==> src/rtl/range_ctrl.sv <==
// Range-sweep front panel controller: debounces pushbuttons, launches the range
// datapath with a switch-selected base and steps a display offset over its results.
module range_ctrl #(
  parameter int DEBOUNCE_CYCLES = 500000,
  parameter int REPEAT_CYCLES   = 10000000,
  parameter int TIMEOUT_CYCLES  = 50000000,
  parameter int RAM_ADDR_BITS   = 8
) (
  input  logic                     clk,
  input  logic                     reset_n,
  input  logic [3:0]               KEY,
  input  logic [9:0]               SW,
  input  logic                     done,
  output logic                     go,
  output logic [31:0]              start,
  output logic [RAM_ADDR_BITS-1:0] offset,
  output logic [31:0]              n_disp,
  output logic                     busy,
  output logic                     err
);

  // state  | meaning
  // IDLE   | waiting for KEY[3]; other keys and done ignored
  // LAUNCH | single cycle, go pulse to the datapath
  // RUN    | datapath working; keys ignored, timeout armed
  // SHOW   | results displayed; KEY[0..2] move offset, KEY[3] relaunches
  typedef enum logic [1:0] {IDLE, LAUNCH, RUN, SHOW} state_t;

  localparam int DB_W  = $clog2(DEBOUNCE_CYCLES + 1);
  localparam int RUN_W = $clog2(TIMEOUT_CYCLES + 1);
  localparam int RPT_W = $clog2(REPEAT_CYCLES + 1);
  localparam logic [DB_W-1:0]          DB_LOAD  = DB_W'(DEBOUNCE_CYCLES - 1);
  localparam logic [RUN_W-1:0]         RUN_LOAD = RUN_W'(TIMEOUT_CYCLES - 1);
  localparam logic [RPT_W-1:0]         RPT_LOAD = RPT_W'(REPEAT_CYCLES - 1);
  localparam logic [RAM_ADDR_BITS-1:0] OFF_MAX  = '1;

  logic [3:0]      sync1, sync2, db, press;
  logic [DB_W-1:0] db_cnt [4];

  state_t           state;
  logic [RUN_W-1:0] run_cnt;
  logic [RPT_W-1:0] rpt_cnt;
  logic             held, rpt_hit, new_press, inc, dec, clr;

  always_ff @(posedge clk) begin
    if (!reset_n) begin
      sync1 <= '1;
      sync2 <= '1;
      db    <= '1;
      press <= '0;
      for (int i = 0; i < 4; i++) db_cnt[i] <= '0;
    end else begin
      sync1 <= KEY;
      sync2 <= sync1;
      for (int i = 0; i < 4; i++) begin
        press[i] <= 1'b0;
        // Down-counter reloads whenever the sample agrees with the debounced value.
        if (sync2[i] == db[i]) begin
          db_cnt[i] <= DB_LOAD;
        end else if (db_cnt[i] == '0) begin
          db_cnt[i] <= DB_LOAD;
          db[i]     <= sync2[i];
          press[i]  <= ~sync2[i];
        end else begin
          db_cnt[i] <= db_cnt[i] - 1'b1;
        end
      end
    end
  end

  assign held      = ~db[0] | ~db[1];
  assign rpt_hit   = held && (rpt_cnt == '0);
  assign new_press = |press;
  // A fresh press always wins over an auto-repeat step in the same cycle.
  assign inc = press[0] | (~new_press & rpt_hit & ~db[0]);
  assign dec = press[1] | (~new_press & rpt_hit & db[0] & ~db[1]);
  assign clr = press[2];

  always_ff @(posedge clk) begin
    if (!reset_n) begin
      state   <= IDLE;
      go      <= 1'b0;
      busy    <= 1'b0;
      err     <= 1'b0;
      start   <= '0;
      offset  <= '0;
      run_cnt <= '0;
      rpt_cnt <= '0;
    end else begin
      go <= 1'b0;

      if (state != SHOW || new_press || !held || rpt_cnt == '0)
        rpt_cnt <= RPT_LOAD;
      else
        rpt_cnt <= rpt_cnt - 1'b1;

      case (state)
        IDLE, SHOW: begin
          if (press[3]) begin
            start  <= {22'b0, SW};
            offset <= '0;
            err    <= 1'b0;
            go     <= 1'b1;
            busy   <= 1'b1;
            state  <= LAUNCH;
          end else if (state == SHOW) begin
            if (inc) begin
              if (offset != OFF_MAX) offset <= offset + 1'b1;
            end else if (dec) begin
              if (offset != '0) offset <= offset - 1'b1;
            end else if (clr) begin
              offset <= '0;
            end
          end
        end
        LAUNCH: begin
          run_cnt <= RUN_LOAD;
          state   <= RUN;
        end
        RUN: begin
          if (done) begin
            busy  <= 1'b0;
            state <= SHOW;
          end else if (run_cnt == '0) begin
            err   <= 1'b1;
            busy  <= 1'b0;
            state <= IDLE;
          end else begin
            run_cnt <= run_cnt - 1'b1;
          end
        end
        default: state <= IDLE;
      endcase
    end
  end

  assign n_disp = start + 32'(offset);

endmodule

==> config.mk <==
export PLATFORM = sky130hd
export DESIGN_NAME = range_ctrl
export DESIGN_NICKNAME = d
export VERILOG_FILES = /design/src/rtl/range_ctrl.sv
export SDC_FILE = /design/constraint.sdc
export NUM_CORES = 1
export LEC_CHECK = 0
export ABC_AREA = 1
export CAP_MARGIN = 20
export CORE_MARGIN = 2
export CORE_UTILIZATION = 55
export DETAILED_ROUTE_END_ITERATION = 8
export PLACE_DENSITY = 0.81
export SLEW_MARGIN = 20
export SYNTH_ARGS = -nofsm -noshare
export SYNTH_HDL_FRONTEND = slang
export SYNTH_SLANG_ARGS = --single-unit
==> constraint.sdc <==
create_clock -name clk -period 3.4 [get_ports clk]
set_clock_uncertainty 0.15 [all_clocks]
set_input_delay 0.34 -clock clk [delete_from_list [all_inputs] [get_ports clk]]
set_output_delay 0.34 -clock clk [all_outputs]
set_load 0.03 [all_outputs]
==> impl_metrics.yaml, run 1 <==
outcome:
  status: "finished clean"
route:
  routed_wl_um: 19280
  wl_per_cell_um: 12.03
  dr.pass1.iters: 6
  route.detailed.drc: 0
  met3_length_um: 932
  vias: 8046
  top_layer: "met4"
  wl_met2_um: 9224
  ant_nets: 0
  initialDrtViolationCount: 555
  vias_per_cell: 5.022
  met1_length_um: 8628
clock_tree:
  clockBufferDepth: 2
  clock-sinks: 165
  worstSkewPairLatency_ns: 0.43
  tritoncts: "yes"
  cts_hold_buf: 0
  clkTransAtPathRegs_ns: 0.06
  cts_root_buffer: "clkbuf_16"
  post_cts_buffers: 0
  htreeDepth: 4
  cts_inserted_buffers: 17
sta:
  relSlewSlack_pct: 43.44
  tightest_slew_ns: 0.8453
  setup_violations: 0
  rsz0062_at_grt: "no"
  post-route-period-util_pct: 93.77
  hold_violations: 0
  tns_ns: 0
  timing.fmax_mhz: 313.7
  fin_ws_ns: 0.2120
  slew_viol_final: 0
  post-route-min-period_ns: 3.188
synth:
  synthCells: 1238
  synthFlopType: "dfxtp_1"
  ys_warn_count: 0
  synth-seq-cells: 165
  synthArstFlopShare_pct: 0
  syn-cell-area_um2: 9549
  ys_seq_area_share_pct: 42.56
  syn_avg_cell_area_um2: 7.713
  synth_top_cell_area_share_pct: 23.90
  ys_top_cells_by_area: "edfxtp_1 24%, dfxtp_1 19%, nor2_1 8.5%"
  synthDistinctLibCells: 48
  yosys.area.top_type: "edfxtp_1"
  synth_edf_count: 76
placement:
  place_area_um2: 10390
  gp_congestion: 0.9414
  io_buffer_count: 48
  dp_slack_ns: 0.1018
  dp_hpwl_um: 14050
finish:
  areaGrowthSynthToFinish_pct: 14.53
  final_common_cell: "nor2_1"
  fillers: 1466
  layout.nets: 1403
  final_cell_mix: "216 x nor2_1, 185 x nand2_1, 138 x inv_1"
  drive_gt1_share_pct: 8.206
  diodes: 0
  final_cell_area_um2: 10940
power:
  max-vdd-ir-drop_v: 0.0003422
  internal_power_uw: 3801
  power_switching_uw: 1927
  combPwrFrac_pct: 26.7
  clkPwrFrac_pct: 31.7
  p_per_area_nw_per_um2: 523.7
  swShare_pct: 33.65
  seq_power_share_pct: 41.7
  finalPower_uw: 5728
  p_leak_uw: 0.004679
floorplanning:
  die_h_um: 135.8
  core-area_um2: 17120
  dieArea_um2: 18430
  rows: 48
  die_w_um: 135.8
  io_pins: 92
  initial_core_util_pct: 55.79
hold_path:
  hp-class: "reg2reg"
worst_setup_path:
  crit_fanout: 7
  cp-end-kind: "primary output"
  path_class: "reg2out"
  cp-start-kind: "flip-flop"
  crit_arrival_ns: 2.70
  critPathRequiredTime_ns: 2.91
global_routing:
  grt_util_all_layers_pct: 21.67
  grt_pass1_wl_um: 32600
  antenna_found_initial: 0
  first_global_vias: 7538
  grt.overflow.total: 0
  grt_max_degree: 36
job:
  cap_violations: 0
## state kept, by name, summed over array words and instances, names as in the netlist
register and flops:
busy 1, db 4, db_cnt 76, err 1
go 1, offset 8, press 4, rpt_cnt 24
run_cnt 26, start 10, state 2, sync1 4
sync2 4
## synthesized netlist by cell type (2+ instances only)
master    number
nor2_1       216
nand2_1      185
inv_1        139
dfxtp_1       89
a21oi_1       88
edfxtp_1      76
o21ai_0       65
nand3_1       54
buf_4         43
xor2_1        39
xnor2_1       26
a31oi_1       25
ha_1          21
nand4_1       20
nor2_2        18
clkbuf_1      17
nor3_1        17
or2_2         16
inv_2         10
nor3_2        10
nor4_1         6
o21ai_1        6
nand2_2        5
nand3_2        5
nand3b_1       4
nor2_4         4
and3_1         3
buf_1          3
buf_2          3
nand4_2        3
clkinv_1       2
conb_1         2
nor3b_1        2
or2_1          2
## final cells by class
class / count / area [µm²] / share of cell area [%]
multi-input combinational: 972 / 4933 / 45.11
sequential: 165 / 4064 / 37.16
inverter: 151 / 566.8 / 5.182
timing repair buffer: 57 / 543.0 / 4.965
clock buffer: 24 / 471.7 / 4.313
tap: 225 / 281.5 / 2.574
clock inverter: 8 / 76.32 / 0.6979
## cell families after synthesis
group / after synthesis / synth area share (%)
xor+xnor: 65 / 5.962
fa+ha+maj: 22 / 2.961
compound gates: 192 / 10.65
buf+inv: 218 / 10.38
flops: 165 / 42.56
simple gates: 574 / 27.41
other cells: 2 / 0.07865
## critical path, cell delays in order, from the launching register on
cell and delay (ns):
dfxtp_1 0.48, ha_1 0.34, a21oi_1 0.16, nand2_1 0.09
nand2_1 0.06, nand2_1 0.05, a21oi_1 0.20, o21ai_0 0.16
nand2_1 0.08, nand2_1 0.05, nand2_1 0.07, xnor2_1 0.12
clkdlybuf4s15_1 0.40
## repair_timing
item                       CTS  global route
gates resized for setup      4             8
gates cloned                 0             0
setup endpoints to repair    3             5
## metal layers
layer / global-route usage, % / vias to the layer above
met5: 0 / -
met4: 10.36 / 0
met3: 4.190 / 47
met2: 36.64 / 205
met1: 26.61 / 3640
li1: - / 4154
## worst paths after layout
path	from	to	slack, ns	cells past startpoint
max	offset[2]	n_disp[9]	0.21	12
min	sync1[1]	sync2[1]	0.27	1
max reg2reg	db_cnt[1][0]	db_cnt[1][10]	0.71	13
min reg2reg	sync1[1]	sync2[1]	0.27	1
## power by group through the flow
| stage | sequential, µW | clock [µW] | combinational [µW] |
|---|---|---|---|
| CTS | 2380 | 1840 | 1510 |
| finish | 2390 | 1810 | 1530 |
| global route | 2410 | 1920 | 1730 |
| detailed placement | 2420 | 0 | 1500 |
| global placement | 2420 | 0 | 1450 |
| floorplan | 2390 | 0 | 1250 |
## stage by stage
step	utilization (%)	hold slack [ns]	cells
after global routing	63.90	0.2870	1602
final	63.90	0.2690	1602
after global placement	60.72	0.2460	1570
after detailed placement	60.72	0.2487	1570
after CTS	63.90	0.2689	1602
after floorplan	-	0.2425	1355
Power figures use the tool's default switching activity.
==> run 2: changes to the inputs <==
Settings changed: HOLD_SLACK_MARGIN from default to 0.15, SLEW_MARGIN 20 to 15.
==> results of run 2 <==
Final layout, timing and power as in run 1 (identical DEF).
